===== config.mk =====
export PLATFORM = sky130hd
export DESIGN_NAME = rd_ctrl
export DESIGN_NICKNAME = d
export VERILOG_FILES = /design/src/rtl/rd_ctrl.sv
export SDC_FILE = /design/constraint.sdc
export NUM_CORES = 1
export LEC_CHECK = 0
export CAP_MARGIN = 15
export CORE_UTILIZATION = 40
export DETAILED_ROUTE_END_ITERATION = 8
export SETUP_SLACK_MARGIN = 0.4
export SYNTH_ARGS = -nofsm -noshare
export SYNTH_HDL_FRONTEND = slang
export SYNTH_SLANG_ARGS = --single-unit

===== constraint.sdc =====
create_clock -name clk -period 20.6 [get_ports clk]
set_input_delay 4.12 -clock clk [delete_from_list [all_inputs] [get_ports clk]]
set_output_delay 4.12 -clock clk [all_outputs]
set_load 0.005 [all_outputs]

===== src/rtl/rd_ctrl.sv =====
// Capture-ring record reader: fetches a 16-byte header over Avalon-MM, then streams the payload into a FIFO.
// Optional macro RD_CTRL_HDR_CHECK_EN: reject records whose two header length words differ.
module rd_ctrl #(
  parameter int unsigned BURST_WORDS = 4,
  parameter int unsigned FIFO_DEPTH  = 512
) (
  input  logic        clk,
  input  logic        reset,
  input  logic        rd_req,
  input  logic [31:0] rd_addr,
  input  logic [31:0] capt_buf_start,
  input  logic [31:0] capt_buf_size,
  output logic [31:0] address,
  output logic        read,
  output logic [15:0] burstcount,
  input  logic        waitrequest,
  input  logic [31:0] readdata,
  input  logic        readdatavalid,
  output logic [31:0] fifo_in,
  output logic        wr_to_fifo,
  output logic        fifo_last,
  output logic [1:0]  fifo_bytes,
  input  logic [8:0]  usedw,
  output logic [31:0] pkt_seconds,
  output logic [31:0] pkt_nanoseconds,
  output logic [31:0] pkt_len,
  output logic [31:0] next_rd_addr,
  output logic        rd_ctrl_rdy,
  output logic        hdr_err
);

  typedef enum logic [2:0] {
    IDLE = 3'd0, RD_HDR = 3'd1, WAIT_ROOM = 3'd2, RD_DATA = 3'd3, DONE = 3'd4, ERR = 3'd5
  } state_e;

  localparam logic [31:0] BURST_W  = 32'(BURST_WORDS);
  localparam logic [31:0] ROOM_THR = 32'(FIFO_DEPTH - 1 - BURST_WORDS);
  localparam logic [31:0] HDR_W    = 32'd4;

  function automatic logic [31:0] wrap_addr(input logic [31:0] a, input logic [31:0] base,
                                            input logic [31:0] size);
    wrap_addr = (a >= base + size) ? (a - size) : a;
  endfunction

  function automatic logic [31:0] min3(input logic [31:0] a, input logic [31:0] b,
                                       input logic [31:0] c);
    logic [31:0] m;
    m    = (a < b) ? a : b;
    min3 = (m < c) ? m : c;
  endfunction

  state_e      state_q, state_d;
  logic [31:0] base_q, base_d, size_q, size_d, cur_q, cur_d, rem_q, rem_d;
  logic [15:0] beats_q, beats_d;
  logic [1:0]  hdr_cnt_q, hdr_cnt_d;
  logic        read_q, read_d;
  logic [31:0] address_q, address_d;
  logic [15:0] bc_q, bc_d;
  logic [31:0] fifo_in_q, fifo_in_d;
  logic        wr_q, wr_d, last_q, last_d;
  logic [1:0]  bytes_q, bytes_d;
  logic [31:0] sec_q, sec_d, ns_q, ns_d, len_q, len_d, next_q, next_d;
  logic        rdy_q, rdy_d, err_q, err_d;

  logic        hdr_beat_s, data_beat_s, burst_end_s, hdr_last_s, last_beat_s;
  logic        room_ok_s, issue_s, hdr_mismatch_s;
  logic [31:0] to_end_s, burst_len_s;

  assign hdr_beat_s  = readdatavalid && (state_q == RD_HDR) && (beats_q != 16'd0);
  assign data_beat_s = readdatavalid && (state_q == RD_DATA) && (beats_q != 16'd0);
  assign burst_end_s = (hdr_beat_s || data_beat_s) && (beats_q == 16'd1);
  assign hdr_last_s  = hdr_beat_s && (hdr_cnt_q == 2'd3);
  assign last_beat_s = data_beat_s && (beats_q == 16'd1) && (rem_q == 32'd0);
  assign room_ok_s   = ({23'd0, usedw} <= ROOM_THR);
  assign to_end_s    = (base_q + size_q - cur_q) >> 2;
  assign burst_len_s = min3((state_q == RD_HDR) ? HDR_W : BURST_W, rem_q, to_end_s);
  // A burst is launched only when nothing is outstanding; data bursts launch straight from WAIT_ROOM.
  assign issue_s     = ((state_q == RD_HDR) && !read_q && (beats_q == 16'd0) && (rem_q != 32'd0))
                    || ((state_q == WAIT_ROOM) && room_ok_s);

`ifdef RD_CTRL_HDR_CHECK_EN
  assign hdr_mismatch_s = (readdata != len_q);
`else
  assign hdr_mismatch_s = 1'b0;
`endif

  // State register and all datapath registers, synchronous active-low reset.
  always_ff @(posedge clk) begin
    if (!reset) begin
      state_q <= IDLE;      base_q <= 32'd0;     size_q <= 32'd0;   cur_q <= 32'd0;
      rem_q <= 32'd0;       beats_q <= 16'd0;    hdr_cnt_q <= 2'd0; read_q <= 1'b0;
      address_q <= 32'd0;   bc_q <= 16'd0;       fifo_in_q <= 32'd0; wr_q <= 1'b0;
      last_q <= 1'b0;       bytes_q <= 2'd0;     sec_q <= 32'd0;    ns_q <= 32'd0;
      len_q <= 32'd0;       next_q <= 32'd0;     rdy_q <= 1'b0;     err_q <= 1'b0;
    end else begin
      state_q <= state_d;   base_q <= base_d;    size_q <= size_d;  cur_q <= cur_d;
      rem_q <= rem_d;       beats_q <= beats_d;  hdr_cnt_q <= hdr_cnt_d; read_q <= read_d;
      address_q <= address_d; bc_q <= bc_d;      fifo_in_q <= fifo_in_d; wr_q <= wr_d;
      last_q <= last_d;     bytes_q <= bytes_d;  sec_q <= sec_d;    ns_q <= ns_d;
      len_q <= len_d;       next_q <= next_d;    rdy_q <= rdy_d;    err_q <= err_d;
    end
  end

  // Next-state logic.
  always_comb begin
    state_d = state_q;
    case (state_q)
      IDLE:      state_d = rd_req ? RD_HDR : IDLE;
      RD_HDR: begin
        if (hdr_last_s) begin
          if (hdr_mismatch_s)                        state_d = ERR;
          else if (len_q == 32'd0)                   state_d = DONE;
          else if (len_q > size_q - 32'd16)          state_d = ERR;
          else                                       state_d = WAIT_ROOM;
        end else begin
          state_d = RD_HDR;
        end
      end
      WAIT_ROOM: state_d = room_ok_s ? RD_DATA : WAIT_ROOM;
      RD_DATA: begin
        if (burst_end_s) state_d = (rem_q != 32'd0) ? WAIT_ROOM : DONE;
        else             state_d = RD_DATA;
      end
      DONE:      state_d = IDLE;
      ERR:       state_d = IDLE;
      default:   state_d = IDLE;
    endcase
  end

  // Output and datapath next values.
  always_comb begin
    base_d = base_q;  size_d = size_q;  cur_d = cur_q;  rem_d = rem_q;
    beats_d = beats_q;  hdr_cnt_d = hdr_cnt_q;  address_d = address_q;  bc_d = bc_q;
    fifo_in_d = fifo_in_q;  bytes_d = bytes_q;  sec_d = sec_q;  ns_d = ns_q;  len_d = len_q;
    next_d = next_q;  read_d = read_q;  wr_d = 1'b0;  last_d = 1'b0;

    if (state_q == IDLE && rd_req) begin
      base_d = capt_buf_start;  size_d = capt_buf_size;  cur_d = rd_addr;
      rem_d = HDR_W;  beats_d = 16'd0;  hdr_cnt_d = 2'd0;
    end else if (issue_s) begin
      read_d = 1'b1;  address_d = cur_q;  bc_d = burst_len_s[15:0];  beats_d = burst_len_s[15:0];
      cur_d = wrap_addr(cur_q + (burst_len_s << 2), base_q, size_q);
      rem_d = rem_q - burst_len_s;
    end else if (read_q && !waitrequest) begin
      read_d = 1'b0;
    end else begin
      read_d = read_q;
    end

    if (hdr_beat_s || data_beat_s) beats_d = beats_q - 16'd1;
    else                           hdr_cnt_d = hdr_cnt_d;

    if (hdr_beat_s) begin
      hdr_cnt_d = hdr_cnt_q + 2'd1;
      case (hdr_cnt_q)
        2'd0:    sec_d = readdata;
        2'd1:    ns_d  = readdata;
        2'd2:    len_d = readdata;
        default: rem_d = (len_q + 32'd3) >> 2;
      endcase
    end else begin
      sec_d = sec_q;
    end

    if (data_beat_s) begin
      wr_d = 1'b1;  fifo_in_d = readdata;  last_d = last_beat_s;
      bytes_d = last_beat_s ? len_q[1:0] : 2'd0;
    end else begin
      wr_d = 1'b0;
    end

    rdy_d = (state_q == DONE) || (state_q == ERR);
    if (state_q == DONE) next_d = cur_q;
    else                 next_d = next_q;

    if (state_q == ERR)              err_d = 1'b1;
    else if (state_q == IDLE && rd_req) err_d = 1'b0;
    else                             err_d = err_q;
  end

  assign address = address_q;  assign read = read_q;  assign burstcount = bc_q;
  assign fifo_in = fifo_in_q;  assign wr_to_fifo = wr_q;  assign fifo_last = last_q;
  assign fifo_bytes = bytes_q;  assign pkt_seconds = sec_q;  assign pkt_nanoseconds = ns_q;
  assign pkt_len = len_q;  assign next_rd_addr = next_q;  assign rd_ctrl_rdy = rdy_q;
  assign hdr_err = err_q;

endmodule


==> results of run 1 <==
-- sequential cells by signal, summed over array words and instances (netlist names) --
signal / flops
address: 32
base_q: 32
beats_q: 16
burstcount: 16
cur_q: 32
fifo_bytes: 2
fifo_in: 32
fifo_last: 1
hdr_cnt_q: 2
hdr_err: 1
next_rd_addr: 32
pkt_len: 32
pkt_nanoseconds: 32
pkt_seconds: 32
rd_ctrl_rdy: 1
read: 1
rem_q: 32
size_q: 32
state_q: 3
wr_to_fifo: 1
-- routing by layer --
layer / up-vias / part of all wire (%) / track usage [%]
met5: - / 0 / 0
met4: 0 / 3.2 / 9.193
met3: 121 / 6.4 / 4.723
met2: 680 / 42 / 41.02
met1: 10880 / 48 / 38.63
li1: 11796 / - / -
-- cell families (layout without fill, tap and decap cells) --
group / Yosys count / count (layout) / share of synthesized area (%)
muxes: 8 / 8 / 0.3388
AOI/OAI and AO/OA: 910 / 910 / 23.45
other: 2 / 28 / 0.03081
adders and majority gates: 258 / 258 / 13.37
xor gates and xnor gates: 192 / 192 / 6.991
and+or+nand+nor: 1151 / 1151 / 20.77
buffers and inverters: 325 / 633 / 5.159
DFF: 364 / 364 / 29.89
-- worst paths after layout --
kind	from	end	slack [ns]	cells after the start
worst max-delay path	size_q[0]	cur_q[22]	7.33	55
worst min-delay path	address[29]	address[29]	0.45	2
worst max register to register	size_q[0]	cur_q[22]	7.33	55
worst min register to register	address[29]	address[29]	0.45	2
-- tightest hold or removal path, stage by stage (launching register included) --
cell                      delay (ns)
sky130_fd_sc_hd__dfxtp_1        0.31
sky130_fd_sc_hd__nand2_1        0.05
sky130_fd_sc_hd__a21oi_1        0.05
-- placed cells by master, fill, tap and decap left out, types with 7 or more instances in the layout --
cell type                         count
sky130_fd_sc_hd__a21o_1             101
sky130_fd_sc_hd__a31oi_1             19
sky130_fd_sc_hd__ha_1               254
sky130_fd_sc_hd__nand4_1             35
sky130_fd_sc_hd__clkbuf_1            11
sky130_fd_sc_hd__xor2_1              68
sky130_fd_sc_hd__a221oi_1            28
sky130_fd_sc_hd__buf_4               23
sky130_fd_sc_hd__clkinv_2             9
sky130_fd_sc_hd__clkdlybuf4s50_1    353
sky130_fd_sc_hd__nand3_1             55
sky130_fd_sc_hd__clkbuf_8             7
sky130_fd_sc_hd__o211ai_1            18
sky130_fd_sc_hd__o221ai_1            11
sky130_fd_sc_hd__nand2b_1            25
sky130_fd_sc_hd__and2_1              15
sky130_fd_sc_hd__nor2_1             158
sky130_fd_sc_hd__a211oi_1            37
sky130_fd_sc_hd__a311o_1              7
sky130_fd_sc_hd__clkbuf_16           42
sky130_fd_sc_hd__nor3_1              27
sky130_fd_sc_hd__nand2_1            696
sky130_fd_sc_hd__o21bai_1            18
sky130_fd_sc_hd__a21oi_1            444
sky130_fd_sc_hd__a221o_1              7
sky130_fd_sc_hd__a211o_1              7
sky130_fd_sc_hd__and3_1              23
sky130_fd_sc_hd__o31ai_1              7
sky130_fd_sc_hd__o21ai_0            102
sky130_fd_sc_hd__nor4_1              27
sky130_fd_sc_hd__xnor2_1            121
sky130_fd_sc_hd__or2_2               13
sky130_fd_sc_hd__o21a_1              26
sky130_fd_sc_hd__conb_1              28
sky130_fd_sc_hd__nor2b_1             27
sky130_fd_sc_hd__inv_1              178
sky130_fd_sc_hd__or3_1               14
sky130_fd_sc_hd__dfxtp_1            364
-- area by class of cell --
| class | instances | area (µm²) |
|---|---|---|
| multi-input combinational | 2547 | 15960 |
| fill | 6032 | 30230 |
| tap | 782 | 978.4 |
| clock inverter | 15 | 160.2 |
| inverter | 179 | 679.4 |
| timing repair buffer | 379 | 3759 |
| clock buffer | 60 | 1189 |
| sequential | 364 | 7287 |
-- power by group --
group,internal (µW),switching (µW),leakage [µW]
logic,949,1550,0.00858
clock network,408,328,0.000659
registers,733,39.2,0.00295
total,2090,1920,0.0122
-- per-stage QoR --
stage | utilization (%) | cell area (µm²) | power, µW | hold slack, ns
global route | 49.82 | 30010 | 4307 | 0.4690
finish | 49.82 | 30010 | 4012 | 0.4496
CTS | 49.77 | 29990 | 3964 | 0.4509
global placement | 47.53 | 28640 | 3215 | 0.4383
detailed placement | 47.53 | 28640 | 3213 | 0.4426
floorplan | - | 24470 | 2548 | 0.4406
==> metrics.log, run 1 <==
[metrics] status: completed
[metrics] Vias: 23,477
[metrics] number of gates resized after cts: 0
[metrics] final HPWL from detailed placement: 65.17 mm
[metrics] number of vias per cell after detailed routing: 5.427
[metrics] Top Ports: around 360
[metrics] post-route setup slack: around 7.3 ns
[metrics] all-layer global routing usage: 27.13%
[metrics] vias in the first global route: about 22,000
[metrics] total length of routed wires: approximately 86 mm
[metrics] Hold Fails Final Rpt: 0
[metrics] Final Skew: 0.03854 ns
[metrics] Clock Latency Late Sink: 0.61 ns
[metrics] proportion of register bits with asynchronous set or reset after synthesis: 0%
[metrics] Area contributors post-synth: sky130_fd_sc_hd__dfxtp_1, sky130_fd_sc_hd__ha_1, sky130_fd_sc_hd__nand2_1, sky130_fd_sc_hd__a21oi_1, sky130_fd_sc_hd__xnor2_1
[metrics] flip-flop and latch count after synthesis: 364
[metrics] share of the clock period used by the worst path: 64.40%
[metrics] normalized max-slew margin: 28.89%
[metrics] core box area: 0.06025 mm²
[metrics] final slew viol count: 0
[metrics] DRC violation count after routing: 0
[metrics] post-route non-filler standard cell count: 4,326
[metrics] power density over the cells: 133.7 mW/mm²
[metrics] number of levels the H-tree was split into: 2
[metrics] fraction of post-synthesis cell area in the top cell type by area: 29.89%
[metrics] Crit path buffers/inverters: 6
[metrics] post-CTS setup buffer count: 0
[metrics] floorplan die area: 0.06193 mm²
[metrics] layout cell share with drive strength beyond 1: 4.374%
[metrics] Worst Setup End Kind: flop
[metrics] height of the die: approximately 250 µm
[metrics] CP max stage cell: sky130_fd_sc_hd__a311oi_1
[metrics] EDFF count, synth: 0
[metrics] top-count cell post-synth: sky130_fd_sc_hd__nand2_1
[metrics] clock slew at reported path FFs: 0.06 ns
[metrics] Post-layout nets: 3,913
[metrics] CP delay by family, top: compound AO/OA/AOI/OAI gates
[metrics] Synth cell types: 95
[metrics] initial antenna violation count: 0
[metrics] top cell types by occurrence after synthesis: sky130_fd_sc_hd__nand2_1, sky130_fd_sc_hd__a21oi_1, sky130_fd_sc_hd__dfxtp_1
[metrics] Routed Antenna Nets: 0
[metrics] Gate Count Post-Synth: 3,210
[metrics] Worst Max-Slew Pin Slew: 1.063 ns
[metrics] number of buffers added on ports: 354
[metrics] area delta synth->final: 23.12%
[metrics] cell accounting for the most synthesized area: sky130_fd_sc_hd__dfxtp_1
[metrics] total iterations of the first detailed-routing run: 6
[metrics] maximum fanout count along the critical path: 32
[metrics] Mapped Area: 0.02438 mm²
[metrics] cell at the root of the clock tree: sky130_fd_sc_hd__clkbuf_16
[metrics] largest net degree at the start of global routing: 197
[metrics] maximum clock frequency: 75.37 MHz
[metrics] final routed wire length divided by cell count: 19.83 µm
[metrics] accumulated negative setup slack: 0 ns
[metrics] synthesis warning total: 0
[metrics] CTS Sinks: 364
[metrics] max_cap viols: 0
[metrics] row count: 90
[metrics] final estimated routing congestion in global placement: 0.9572
[metrics] cts hold-fix bufs: 0
[metrics] biggest cell delay along the critical path: 0.75 ns
[metrics] post-layout min period: 13.27 ns
[metrics] width of the chip: 248.9 µm
[metrics] CP Class: flop to flop
[metrics] Initial Util: 40.46%
[metrics] first-pass GRT wire length: roughly 130 mm
[metrics] commonest register cell after synthesis: sky130_fd_sc_hd__dfxtp_1
[metrics] sequential-to-total area share from yosys stat: 29.89%
[metrics] TritonCTS clock tree: yes
[metrics] sort of element at the start of the critical path: flop
[metrics] critical path's most frequent cell: sky130_fd_sc_hd__a21oi_1
[metrics] RSZ-0062 raised after global routing: false
[metrics] cell total after placement: around 4,300
[metrics] number of antenna diodes: 0
[metrics] setup slack after placement: 7.632 ns
[metrics] number of clock buffers inserted by TritonCTS: 42
[metrics] classification of the worst-slack hold path: flop to flop
[metrics] Setup violations, final: 0
[metrics] drt initial violations: 1,584
[metrics] data required time at the worst endpoint: 21.12 ns
[metrics] worst supply voltage drop on vdd: 0.0001073 V
[metrics] largest buffer count on any clock path: 3
[metrics] Pleak: 0.01219 µW
[metrics] synthesized area per cell: 7.594 µm²
[metrics] worst path arrival time: 13.79 ns
[metrics] grt ovf: 0
No activity file was read; power rests on OpenSTA's default activity.
==> run 2, diff against run 1 <==
==> constraint.sdc (replaced) <==
create_clock -name clk -period 12.29 [get_ports clk]
set_input_delay 2.458 -clock clk [delete_from_list [all_inputs] [get_ports clk]]
set_output_delay 2.458 -clock clk [all_outputs]
set_load 0.005 [all_outputs]
==> run 2 against run 1 <==
Net effect: count of clock-buffer cells in the layout fell by 3; critical endpoint is now cur_q[31]; routed wire length is essentially flat; sequential share of layout area shrank 0.54 points.
==> metrics.log, run 2 (synthesized netlist as in run 1, its figures left out) <==
[metrics] setup slack after placement: 0.5261 ns
[metrics] Final Skew: 0.03202 ns
[metrics] normalized max-slew margin: 24.43%
[metrics] worst path arrival time: 11.92 ns
[metrics] final slew viol count: 0
[metrics] biggest cell delay along the critical path: ~0.42 ns
[metrics] Top Ports: 357
[metrics] Pleak: 0.01258 µW
[metrics] max_cap viols: 0
[metrics] Hold Fails Final Rpt: 0
[metrics] share of the clock period used by the worst path: between 90% and 100%
[metrics] TritonCTS clock tree: yes
[metrics] data required time at the worst endpoint: 12.80 ns
[metrics] vias in the first global route: 21,881
[metrics] grt ovf: 0
[metrics] number of clock buffers inserted by TritonCTS: 41
[metrics] power density over the cells: about 240 mW/mm²
[metrics] CP Class: flop to flop
[metrics] number of buffers added on ports: 354
[metrics] layout cell share with drive strength beyond 1: 6.752%
[metrics] accumulated negative setup slack: 0 ns
[metrics] cell at the root of the clock tree: sky130_fd_sc_hd__clkbuf_16
[metrics] most frequent standard cell in the layout excluding fill and tap cells: sky130_fd_sc_hd__nand2_1
[metrics] row count: 90
[metrics] post-layout min period: 11.41 ns
[metrics] cts hold-fix bufs: 0
[metrics] clock slew at reported path FFs: ~0.060 ns
[metrics] all-layer global routing usage: 26.89%
[metrics] largest buffer count on any clock path: 3
[metrics] final routed wire length divided by cell count: 19.50 µm
[metrics] status: completed
[metrics] Clock Latency Late Sink: 0.61 ns
[metrics] Fillers: 5,958
[metrics] cell total after placement: 4,322
[metrics] height of the die: between 200 and 250 µm
[metrics] sort of element at the start of the critical path: flop
[metrics] Worst Setup End Kind: flop
[metrics] classification of the worst-slack hold path: flop to flop
[metrics] worst supply voltage drop on vdd: between 0.00015 and 0.0002 V
[metrics] maximum fanout count along the critical path: 25
[metrics] total iterations of the first detailed-routing run: 6
[metrics] placed standard-cell area: a little under 0.03 mm²
[metrics] RSZ-0062 raised after global routing: true
[metrics] final HPWL from detailed placement: 65.78 mm
[metrics] most used cells in the layout excluding fill and tap cells: sky130_fd_sc_hd__nand2_1, sky130_fd_sc_hd__a21oi_1, sky130_fd_sc_hd__dfxtp_1
[metrics] area delta synth->final: 25.93%
[metrics] first-pass GRT wire length: 130.6 mm
[metrics] CP max stage cell: sky130_fd_sc_hd__a2111oi_4
[metrics] number of vias per cell after detailed routing: roughly 5.4
[metrics] post-route non-filler standard cell count: 4,397
[metrics] Design Area, Final: 0.03070 mm²
[metrics] number of levels the H-tree was split into: 2
[metrics] total length of routed wires: 85.74 mm
[metrics] width of the chip: around 250 µm
[metrics] DRC violation count after routing: 0
[metrics] post-route setup slack: 0.8802 ns
[metrics] final estimated routing congestion in global placement: 0.9700
[metrics] maximum clock frequency: 87.64 MHz
[metrics] largest net degree at the start of global routing: 196
[metrics] Routed Antenna Nets: 0
[metrics] floorplan die area: between 0.06 and 0.07 mm²
[metrics] drt initial violations: 1,731
[metrics] Post-layout nets: ~4,000
[metrics] Initial Util: 40.46%
[metrics] Worst Max-Slew Pin Slew: 1.131 ns
[metrics] initial antenna violation count: 2
[metrics] Setup violations, final: 0
[metrics] Vias: 23,746
[metrics] CTS Sinks: 364
[metrics] core box area: about 0.06 mm²
-- run 2: cell types whose count changed in the layout (fill, tap and decap cells not counted), sizes merged --
| cell | before | now |
|---|---|---|
| clkbuf | 60 | 57 |
| clkinv | 13 | 9 |
| diode | 0 | 1 |
| clkinvlp | 1 | 3 |
| buf | 26 | 98 |
| bufinv | 0 | 3 |
-- run 2: cell type report --
cell class	instances	area [µm²]	share of cell area, %
Multi-Input combinational cell	2547	16070	52.36
Sequential cell	364	7288	23.74
Timing Repair Buffer	451	4304	14.02
Clock buffer	57	1126	3.668
Tap cell	782	978.4	3.187
Inverter	179	679.4	2.213
Clock inverter	16	245.2	0.7989
Antenna cell	1	2.502	0.008152
-- run 2: worst max-delay path, delay by kind of cell, from the launching register on --
kind	cells	cell delay, ns
AOI/OAI and AO/OA	27	5.61
and+or+nand+nor	11	1.91
adders and majority gates	6	1.91
buffers and inverters	4	0.66
xor gates and xnor gates	2	0.61
DFF	1	0.36
muxes	2	0.23
-- run 2: final timing paths --
path | slack (ns) | startpoint | to | cells past startpoint
max reg2reg | 0.88 | size_q[4] | cur_q[31] | 52
min | 0.45 | address[24] | address[24] | 2
max | 0.88 | size_q[4] | cur_q[31] | 52
min reg2reg | 0.45 | address[24] | address[24] | 2
-- run 2: stage by stage --
stage / hold WS, ns / util, % / power, µW
CTS: 0.4505 / 50.75 / 7095
finish: 0.4473 / 50.95 / 7225
global placement: 0.4377 / 48.48 / 5818
global route: 0.4649 / 50.95 / 7704
detailed placement: 0.4428 / 48.48 / 5803
floorplan: 0.4406 / - / 4271
-- run 2: timing repair --
item                       in CTS  in global routing
hold endpoints to repair        0                  0
buffers inserted                0                  1
resized for setup               0                 25
setup endpoints to repair       0                 32
-- run 2: power by group --
group | switching, µW | internal [µW]
clock | 548 | 715
sequential | 66.2 | 1230
combinational | 2730 | 1940
-- run 2: per-layer routing --
layer,up-vias,GRT usage (%),wire length (µm)
li1,11923,-,-
met1,10932,38.68,40660
met2,760,39.49,35540
met3,129,5.204,6463
met4,2,9.689,3063
met5,-,0.3089,12
==> RTL change, RTL diff (config.mk and constraints of run 2) <==
Encoding of `state_e`: now Gray code (3 bits for 6 states).
--- a/src/rtl/rd_ctrl.sv
+++ b/src/rtl/rd_ctrl.sv
@@ -30,7 +30,7 @@
 );
 
   typedef enum logic [2:0] {
-    IDLE = 3'd0, RD_HDR = 3'd1, WAIT_ROOM = 3'd2, RD_DATA = 3'd3, DONE = 3'd4, ERR = 3'd5
+    IDLE = 3'b000, RD_HDR = 3'b001, WAIT_ROOM = 3'b011, RD_DATA = 3'b010, DONE = 3'b110, ERR = 3'b111
   } state_e;
 
   localparam logic [31:0] BURST_W  = 32'(BURST_WORDS);
Function: no difference found for any inputs over 4 cycles, from zero or initial values and one cycle with reset low; so few cycles prove little.
==> RTL change against run 2 <==
Sequential cell count unchanged. Maximum frequency down 0.60%. Synthesized area down 0.47%. Clock power up 8%. Die area down 0.47%. Power down 1.0%. Final area up 4.8%. Final cell count up 4.1%. Sequential share of layout area down 1.1 points. Worst setup slack worse by 0.069 ns. Routed wire length up 4.4%. Critical path depth up 2. Critical endpoint is now cur_q[6]. Largest cell class unchanged.
==> RTL change: results (changes against run 2) <==
Clock tree
• **clock-pin slew on the worst setup and hold paths** 0.06 ns, about the same
• **cell at the root of the clock tree** clkbuf_16, unchanged
• **maximum count of clock buffers along a single path** 3, unchanged
• **total clock buffers created by CTS** 42, was 41
• **clock latency at the later pin of the worst-skew pair** 0.58 ns, was 0.61 ns
• **H-tree depth** 2, unchanged

Setup path
• **Critical path destination** cur_q[6], was cur_q[31]
• **FF-to-FF path depth** 54, was 52
• **slowest cell on the critical path** or4_1, was a2111oi_4
• **Register-to-Register Setup Slack** 0.81 ns, was 0.88 ns
• **maximum fanout encountered on the critical timing path** 9, was 25
• **delay contributed by the slowest stage of the critical path** 0.50 ns, was 0.42 ns
• **critical path launch point type** flip-flop, unchanged
• **Reg-to-Reg Start** size_q[10], was size_q[4]

Cells and area
• **number of antenna diodes** 0, was 1
• **Nets** 4173, was 3984
• **fraction of layout instances using a drive strength above 1** 0.113, was 0.0675

Power and ir drop
• **Leak** 13.4 nW, was 12.6 nW
• **switching pwr** 2.98 mW, was 3.34 mW
• **worst ir drop on vdd** 106 uV, was 196 uV

STA
• **worst clock skew** 0.0177 ns, was 0.0320 ns
• **worst-margin pin slew** 1.01 ns, was 1.13 ns

Synthesis
• **leading cell types by total area after synthesis** dfxtp_1, ha_1, nand2_1, unchanged
• **area share of xor/xnor cells in the synthesized design** 0.0692, was 0.0699
• **adder-cell share of the synthesized area** 0.134, about the same
• **mux cell area share after synthesis** 0.00423, was 0.00339
• **Synth Flop Type** dfxtp_1, unchanged
• **synthesized-area fraction occupied by ao, oa, aoi and oai cells** 0.234, was 0.235
• **Yosys warning total** 0, unchanged
• **Distinct cells, synth** 94, was 95
• **async set or reset register ratio after synthesis** 0, unchanged
• **top cell types by occurrence after synthesis** nand2_1, a21oi_1, dfxtp_1, ha_1, nor2_1, was nand2_1, a21oi_1, dfxtp_1, ha_1, inv_1
• **sequential element share of the synthesized area** 0.300, was 0.299

Global route
• **number of antenna violations at the first check in global routing** 2, unchanged
• **total gr overflow** 0, unchanged
• **vias in the first global route** 24300, was 21900
• **pin count of the biggest net entering global routing** 170, was 196
• **total track usage** 0.283, was 0.269
• **global-route wire length before repair** 136000 microns, was 131000 microns

Placed design
• **Port Buffers** 354, unchanged
• **Final GP Congestion** 0.933, was 0.970
• **post-detailed-placement half-perimeter wirelength** 69100 microns, was 65800 microns

Routing
• **first-iteration detailed-routing DRC count** 1716, was 1731
• **total wirelength of the detailed-routed design** 89500 microns, was 85700 microns
• **total iterations of the first detailed-routing run** 5, was 6
• **total number of vias** 25000, was 23700

Outcome
• **status** finished clean, unchanged

Min path
• **Hold/Removal Path Class** reg -> reg, unchanged

## RTL change: power groups by stage
stage | clock network (mW) | logic (mW) | registers, mW
6_report | 1.36 | 4.51 | 1.29
5_1_grt | 1.43 | 4.93 | 1.29
4_1_cts | 1.38 | 4.29 | 1.28
3_5_place_dp | 0 | 4.25 | 1.31
3_3_place_gp | 0 | 4.17 | 1.31
2_1_floorplan | 0 | 2.61 | 1.29
## RTL change: through the flow
stage / hold WS, ns / instance area, sq um / setup WS, ns / power [mW] / std cells
6_report: 0.453 / 32200 / 0.811 / 7.15 / 4578
5_1_grt: 0.459 / 32200 / 0.294 / 7.65 / 4578
4_1_cts: 0.453 / 31900 / 0.408 / 6.96 / 4565
3_5_place_dp: 0.445 / 30300 / 0.0899 / 5.55 / 4487
3_3_place_gp: 0.439 / 30300 / 0.313 / 5.48 / 4487
2_1_floorplan: 0.441 / 24400 / 1.17 / 3.90 / 3249
## RTL change: how the worst min path moves through the flow
stage / end / from / slack [ns]
2_1_floorplan: base_q[0] / base_q[0] / 0.44
3_3_place_gp: address[21] / address[21] / 0.44
3_5_place_dp: address[21] / address[21] / 0.44
4_1_cts: address[21] / address[21] / 0.45
5_1_grt: address[11] / address[11] / 0.46
6_report: pkt_nanoseconds[28] / pkt_nanoseconds[28] / 0.45
## RTL change: worst max-delay path: cells and delay by family (launching register included)
kind            cells  cell delay [ns]
flops               1             0.33
xor+xnor            3             0.55
simple gates       11             1.90
mux                 1             0.20
buf+inv             5             0.82
fa+ha+maj           6             1.85
compound gates     28             5.73
## RTL change: timing repair
item,4_1_cts,5_1_grt
cloned,0,1
resized for setup,8,49
pin swaps,6,27
setup endpoints to repair,32,32
buffers inserted,3,12
## RTL change: final cells by class
class / count / area (sq um)
clock buffers: 54 / 1180
clock inverters: 21 / 312
fillers: 5657 / 27300
inverters: 173 / 657
multi-input cells: 2568 / 16100
flip-flops and latches: 364 / 7290
well taps: 773 / 967
repair buffers: 625 / 5630
## RTL change: logic make-up after synthesis
group	count (synthesis)
AOI/OAI and AO/OA	918
other	2
muxes	9
buffers and inverters	317
adders and majority gates	257
DFF	364
and+or+nand+nor	1166
xor gates and xnor gates	190
## RTL change: layer usage
layer	GRT usage	up-vias	wire, microns
met4	0.0922	2	2810
li1	-	12300	-
met1	0.376	11800	40900
met2	0.454	759	39600
met3	0.0607	128	6130
met5	0	-	13
